$ cat src/rtl/cdb_arbiter.sv
// cdb_arbiter: common-data-bus arbiter, one 2-entry FIFO per unit.
// Macro CDB_AGE_PRIO_EN selects oldest-ROB-first; else round-robin.
module cdb_arbiter #(
  parameter int N_SRC  = 3,
  parameter int TAG_W  = 3,
  parameter int DATA_W = 16
) (
  input  logic                    clk1,
  input  logic                    rst_n,
  input  logic                    flush,
  input  logic [TAG_W-1:0]        head_p,
  input  logic [N_SRC-1:0]        req_valid,
  input  logic [N_SRC*TAG_W-1:0]  req_tag,
  input  logic [N_SRC*DATA_W-1:0] req_data,
  output logic [N_SRC-1:0]        req_ready,
  output logic                    cdb_valid,
  output logic [TAG_W-1:0]        cdb_tag,
  output logic [DATA_W-1:0]       cdb_data,
  output logic [N_SRC-1:0]        cdb_src,
  output logic [7:0]              conflict_cnt
);

  localparam int EW = TAG_W + DATA_W;
  localparam int SW = (N_SRC > 1) ? $clog2(N_SRC) : 1;
  localparam int CW = $clog2(N_SRC + 1);

  logic [EW-1:0]     mem_q [N_SRC][2];
  logic [N_SRC-1:0]  wp_q, wp_d;
  logic [N_SRC-1:0]  rp_q, rp_d;
  logic [1:0]        cnt_q [N_SRC];
  logic [1:0]        cnt_d [N_SRC];
  logic [N_SRC-1:0]  ne, push, pop;
  logic [EW-1:0]     head [N_SRC];
  logic              any;
  logic [SW-1:0]     win;
  logic [SW-1:0]     rr_q, rr_d;
  logic              v_q, v_d;
  logic [TAG_W-1:0]  tag_q, tag_d;
  logic [DATA_W-1:0] data_q, data_d;
  logic [N_SRC-1:0]  src_q, src_d;
  logic [7:0]        cc_q, cc_d;
  logic [CW-1:0]     n_ne;

  // Queue status: ready depends only on registered count and flush
  always_comb begin
    for (int i = 0; i < N_SRC; i++) begin
      ne[i]        = cnt_q[i] != 2'd0;
      req_ready[i] = rst_n && !flush && (cnt_q[i] < 2'd2);
      push[i]      = req_valid[i] && req_ready[i];
      head[i]      = mem_q[i][rp_q[i]];
    end
  end

`ifdef CDB_AGE_PRIO_EN
  logic [TAG_W-1:0] age [N_SRC];
  logic [TAG_W-1:0] best;
  logic             unused_rr;

  assign unused_rr = ^rr_q;

  // Oldest head relative to ROB head wins; ties go to lowest index
  always_comb begin
    any  = 1'b0;
    win  = '0;
    best = '0;
    for (int i = 0; i < N_SRC; i++) begin
      age[i] = head[i][EW-1 -: TAG_W] - head_p;
      if (ne[i] && (!any || age[i] < best)) begin
        any  = 1'b1;
        win  = SW'(i);
        best = age[i];
      end
    end
  end
`else
  logic [SW:0] idx;
  logic        unused_hp;

  assign unused_hp = ^head_p;

  // First non-empty queue at or after rr, wrapping
  always_comb begin
    any = 1'b0;
    win = '0;
    idx = '0;
    for (int k = 0; k < N_SRC; k++) begin
      idx = {1'b0, rr_q} + (SW+1)'(k);
      if (idx >= (SW+1)'(N_SRC))
        idx = idx - (SW+1)'(N_SRC);
      if (!any && ne[idx[SW-1:0]]) begin
        any = 1'b1;
        win = idx[SW-1:0];
      end
    end
  end
`endif

  // Pop the winner unless the pipeline is being squashed
  always_comb begin
    pop = '0;
    if (any && !flush)
      pop[win] = 1'b1;
  end

  // Queue pointer and occupancy update
  always_comb begin
    for (int i = 0; i < N_SRC; i++) begin
      wp_d[i]  = wp_q[i];
      rp_d[i]  = rp_q[i];
      cnt_d[i] = cnt_q[i];
      if (flush) begin
        wp_d[i]  = 1'b0;
        rp_d[i]  = 1'b0;
        cnt_d[i] = 2'd0;
      end else begin
        if (push[i]) wp_d[i] = ~wp_q[i];
        if (pop[i])  rp_d[i] = ~rp_q[i];
        cnt_d[i] = cnt_q[i] + {1'b0, push[i]}
                 - {1'b0, pop[i]};
      end
    end
  end

  // Round-robin pointer moves past each winner; held at 0 in age mode
  always_comb begin
    rr_d = rr_q;
`ifndef CDB_AGE_PRIO_EN
    if (flush)
      rr_d = '0;
    else if (any)
      rr_d = (win == SW'(N_SRC-1)) ? '0 : win + 1'b1;
`endif
  end

  // Broadcast next state; tag/data hold when idle
  always_comb begin
    v_d    = 1'b0;
    src_d  = '0;
    tag_d  = tag_q;
    data_d = data_q;
    if (!flush && any) begin
      v_d            = 1'b1;
      src_d[win]     = 1'b1;
      {tag_d, data_d} = head[win];
    end
  end

  // Count cycles where two or more queues hold results
  always_comb begin
    n_ne = '0;
    for (int i = 0; i < N_SRC; i++)
      n_ne = n_ne + CW'(ne[i]);
    cc_d = cc_q;
    if (n_ne >= CW'(2) && cc_q != 8'hFF)
      cc_d = cc_q + 8'd1;
  end

  // Queue storage
  always_ff @(posedge clk1 or negedge rst_n) begin
    if (!rst_n) begin
      for (int i = 0; i < N_SRC; i++) begin
        mem_q[i][0] <= '0;
        mem_q[i][1] <= '0;
      end
    end else begin
      for (int i = 0; i < N_SRC; i++)
        if (push[i])
          mem_q[i][wp_q[i]] <= {req_tag[i*TAG_W +: TAG_W],
                                req_data[i*DATA_W +: DATA_W]};
    end
  end

  // Queue control and arbitration state
  always_ff @(posedge clk1 or negedge rst_n) begin
    if (!rst_n) begin
      wp_q <= '0;
      rp_q <= '0;
      rr_q <= '0;
      for (int i = 0; i < N_SRC; i++)
        cnt_q[i] <= '0;
    end else begin
      wp_q <= wp_d;
      rp_q <= rp_d;
      rr_q <= rr_d;
      for (int i = 0; i < N_SRC; i++)
        cnt_q[i] <= cnt_d[i];
    end
  end

  // Registered CDB and conflict counter
  always_ff @(posedge clk1 or negedge rst_n) begin
    if (!rst_n) begin
      v_q    <= 1'b0;
      tag_q  <= '0;
      data_q <= '0;
      src_q  <= '0;
      cc_q   <= '0;
    end else begin
      v_q    <= v_d;
      tag_q  <= tag_d;
      data_q <= data_d;
      src_q  <= src_d;
      cc_q   <= cc_d;
    end
  end

  assign cdb_valid    = v_q;
  assign cdb_tag      = tag_q;
  assign cdb_data     = data_q;
  assign cdb_src      = src_q;
  assign conflict_cnt = cc_q;

endmodule

$ cat config.mk
export PLATFORM = sky130hd
export DESIGN_NAME = cdb_arbiter
export DESIGN_NICKNAME = d
export VERILOG_FILES = /design/src/rtl/cdb_arbiter.sv
export SDC_FILE = /design/constraint.sdc
export NUM_CORES = 1
export LEC_CHECK = 0
export ABC_AREA = 1
export ABC_CLOCK_PERIOD_IN_PS = 5000
export CAP_MARGIN = 20
export CORE_UTILIZATION = 50
export DETAILED_ROUTE_END_ITERATION = 16
export PLACE_DENSITY = 0.86
export SYNTH_ARGS = -nofsm -noshare
export SYNTH_HDL_FRONTEND = slang
export SYNTH_SLANG_ARGS = --single-unit
$ cat constraint.sdc
create_clock -name clk1 -period 5 [get_ports clk1]
set_clock_uncertainty 0.2 [all_clocks]
set_input_delay 1 -clock clk1 [delete_from_list [all_inputs] [get_ports clk1]]
set_output_delay 1 -clock clk1 [all_outputs]
set_load 0.01 [all_outputs]
After elaboration in Yosys (flattened, before gate mapping)
Index checks and enable logic that the tools add are counted.

Flip-flop bits (word level): 159. Input port bits: 66. Word-level logic and storage cells: 159. Output and inout bits: 34.

Reduce and logical (&&, ||, !) cells: 28. Multiplexer cells: 58. Bitwise logic cells: 13. $add $sub $neg: 15. Equality and inequality tests: 2. Order comparisons: 22.

Operators by type and width (number): $mux 19 (14); $bwmux 38 (3); $demux 19 s1 (3); $bmux 19 s2 (1); $mux 2 (12); $mux 1 (20); $reduce_bool 2->1 (10); $ge 2x2->1 const B (8); $logic_and 1x1->1 (15); $lt 2x3->1 const B (4); $not 1->2 (6); $add 2x1->2 (4); $add 8x1->8 const B (1); $ne 8x8->1 const B (1); $bmux 1 s2 (3); $ge 3x2->1 const B (2); $lt 2x1->1 const B (3); $lt 2x2->1 const B (3); $not 1->1 (6); $sub 2x1->2 (3); $sub 2x2->2 const B (3); $add 2x1->3 const B (1); $add 2x2->3 const B (1); $ge 3x3->1 const B (1); 8 further kinds (10).

Logic depth before layout (Yosys ltp)
Depth after elaboration: 18. Mapped depth: 18. Depth with buffers taken out: 17.

Worst setup path after synthesis
Ideal clock, no wire load.

Kind: in2out. Start point: in flush. End point: out req_ready[0]. Data required time: 3.800 ns. Cell stages on the path: 4. Arrival: 1.510 ns. Path buffers: 1. Slack: 2.290 ns. Path through: buf_6 -> inv_2 -> nand2_2 -> nor2_1.

Word-level cells in the longest chain between the ends: 3.

Ends and longest elaborated chain: start, declared (RTL line 10) `input logic flush,`; $logic_not 1->1 (RTL line 48) `req_ready[i] = rst_n && !flush && (cnt_q[i] < 2'd2);`; $logic_and 1x1->1 (2 in series) (RTL line 48); end, declared (RTL line 15) `output logic [N_SRC-1:0] req_ready,`.

No other way between the ends.

Worst setup path after layout
Start point: in flush. End point: out req_ready[2].

The elaborated chain is that of the path after synthesis.

==> metrics.txt <==
grt ovf=0; starting density of the core=51.4%; Syn. warnings=0; post-layout minimum cycle time=3.85 ns; critical path class=in2out; outcome=finished clean; CP max stage cell=clkdlybuf4s50_1; core area=~0.015 mm²; synthesized area per cell=9.20 µm²; P_leak=4.23 nW; WL met2=8200 µm; antenna violations before repair=0; Worst-path clk slew=0.06 ns; cell area after layout=a little over 0.009 mm²; wire per inst=15.6 µm; Synth Flop Type=dfrtp_1; Setup violations, final=0; FF-to-FF Start=rr_q[0]; cts bufs inserted=17; CP max FO=9; area grow syn2layout=23.0%; H-Tree Depth=4; reg2reg end=cnt_q[1]; met3 routed WL=1000 µm; Worst setup EP type=output pin; simple-gate share of the synthesized area=roughly 18%; CTS root buf=clkbuf_16; crit path DAT=2.65 ns; Synth Area in Compound Gates=9.05%; post-synthesis register bit count=159; gp weighted congestion=0.797; drt pass-1 iters=7; xor/xnor cell area share of the yosys netlist=between 1.5 and 2%; die width=125 µm; wire length on met1=7500 µm; cts hold-fix bufs=0; Antenna diodes=0; PD cells=between 600 and 700 mW/mm²; worst setup path startpoint=flush; multiplexer share of the synthesized area=a little under 9%; DP HPWL=11200 µm; Seq/Total Area, Yosys=between 50 and 60%; commonest cells in the synthesized netlist=nand2_1 (200), dfrtp_1 (159), o21ai_0 (123), inv_1 (93), nand3_1 (61); std cell rows=44; clk_lat worst skew=around 0.43 ns; Cell variety after synth=27; Finished Layout Cells=approximately 1100; top cells by area, synth=dfrtp_1 (53%), nand2_1 (10%), mux2_2 (8.7%); maximum vdd drop=around 280 µV; share of layout cells above drive strength 1=between 10% and 20%; Hold Fails Final Rpt=0; Worst Path Required=3.80 ns; Post-Synth Adder-Cell Area=1.83%; post-synthesis async set-or-reset flop share=100%; DP Cell Count=between 1000 and 1500; Hold Path Class=in2async; first-pass GRT wire length=27800 µm; Resized Gates After CTS=0; area leader, netlist=dfrtp_1; Post-CTS Setup Repair Bufs=0; Max Root-Sink Buffers=2; reg2reg path depth=16; Post-Syn Instances=816; Worst Setup Start Kind=input pin; max incr delay on CP=0.58 ns; drt total wl=17200 µm; fin crit share=roughly 77%; GR Util All Layers=23.0%; syn nets=893; RSZ-0062 raised after global routing=no; max layer used=met4; crit-path cells=clkdlybuf4s50_1 > buf_4 > inv_2 > nand2_2 > nor2_1 > clkdlybuf4s50_1; R2R Setup Slk=1.60 ns; worst-margin pin slew=1.13 ns; post-synth top area share=a little over half; CTS tree=built; # fillers=around 1100; vias=slightly below 6000; most frequent cell after synthesis=nand2_1; die area=approximately 0.016 mm²; Sink Count=159; fmax=259 MHz; die height=between 100 and 150 µm; area of the mapped netlist=0.00750 mm²; placed inst area=0.00855 mm²; CP most frequent cell=clkdlybuf4s50_1; DRC Markers=0; Post-DRT Antenna Nets=0; Slew headroom=25.0%; maxcap violations=0; I/O Buffers=96; initial DRC count=just under 600; Nets=982; main combinational cell family by area after synthesis=simple AND/OR/NAND/NOR gates; largest net degree at the start of global routing=70; setup TNS=0 ns; vias per cell=5.35; EDFF count, synth=0; IO Count=100; number of global-route vias before repair=5614; Slew Limit Fails=0
-- report_power, final --
part	total, mW	internal [mW]	switching (mW)
clock	1.36	0.847	0.509
combinational	2.24	0.933	1.31
sequential	2.15	1.84	0.315
-- worst max-delay path: cells and delay by family --
family | cells | cell delay (ns)
simple gates | 2 | 0.32
buf+inv | 4 | 1.34
-- metal layers --
layer	track usage (%)	vias to the layer above
met4	9.00	0
met1	30.7	2833
li1	-	2800
met2	36.4	220
met3	5.33	39
met5	0	-
-- final cells by class --
cell class	instances	area (µm²)	area share (%)
sequential	159	3980	43.1
multi-input combinational	521	2940	31.9
timing repair buffer	105	1070	11.6
clock buffer	22	494	5.35
inverter	101	382	4.13
tap	184	230	2.49
clock inverter	10	133	1.44
-- per-stage QoR --
| step | utilization (%) | power (mW) | hold slack [ns] | setup WS (ns) |
|---|---|---|---|---|
| after floorplan | - | 3.66 | 0.280 | 2.29 |
| after global placement | 58.6 | 4.23 | 0.285 | 1.14 |
| after detailed placement | 58.6 | 4.32 | 0.292 | 1.15 |
| after CTS | 62.9 | 5.73 | 0.252 | 1.15 |
| after global routing | 63.3 | 6.13 | 0.262 | 1.10 |
| final | 63.3 | 5.75 | 0.242 | 1.15 |
-- registers in the layout, indices dropped and copies added, names as in the netlist --
| register | cells |
|---|---|
| cdb_tag | 3 |
| rp_q | 3 |
| conflict_cnt | 8 |
| cdb_valid | 1 |
| cdb_data | 16 |
| cnt_q | 6 |
| mem_q | 114 |
| cdb_src | 3 |
| wp_q | 3 |
| rr_q | 2 |
-- how the worst max path moves through the flow --
stage                   end  cells after the start
3_3_place_gp   req_ready[2]                      6
2_1_floorplan  req_ready[0]                      4
3_5_place_dp   req_ready[2]                      6
6_report       req_ready[2]                      6
4_1_cts        req_ready[2]                      6
5_1_grt        req_ready[2]                      6
-- cells by family (layout without fill, tap and decap cells) --
| logic type | Yosys count | in the layout |
|---|---|---|
| simple gates | 306 | 306 |
| compound gates | 133 | 133 |
| flops | 159 | 159 |
| fa+ha+maj | 11 | 11 |
| xor+xnor | 13 | 13 |
| mux | 58 | 58 |
| buf+inv | 136 | 238 |
-- layout by cell type (no fill, tap or decap), drive strengths merged, types with 5 or more instances in the layout --
cell type | synthesis | routed
nand2 | 208 | 208
mux2 | 58 | 58
buf | 20 | 10
a21oi | 9 | 9
nor2 | 31 | 31
clkbuf | 15 | 22
o21ai | 123 | 123
xnor2 | 8 | 8
ha | 11 | 11
clkinv | 2 | 6
inv | 99 | 99
xor2 | 5 | 5
nand3 | 65 | 65
dfrtp | 159 | 159
clkdlybuf4s50 | 0 | 95
Power figures use the tool's default switching activity.
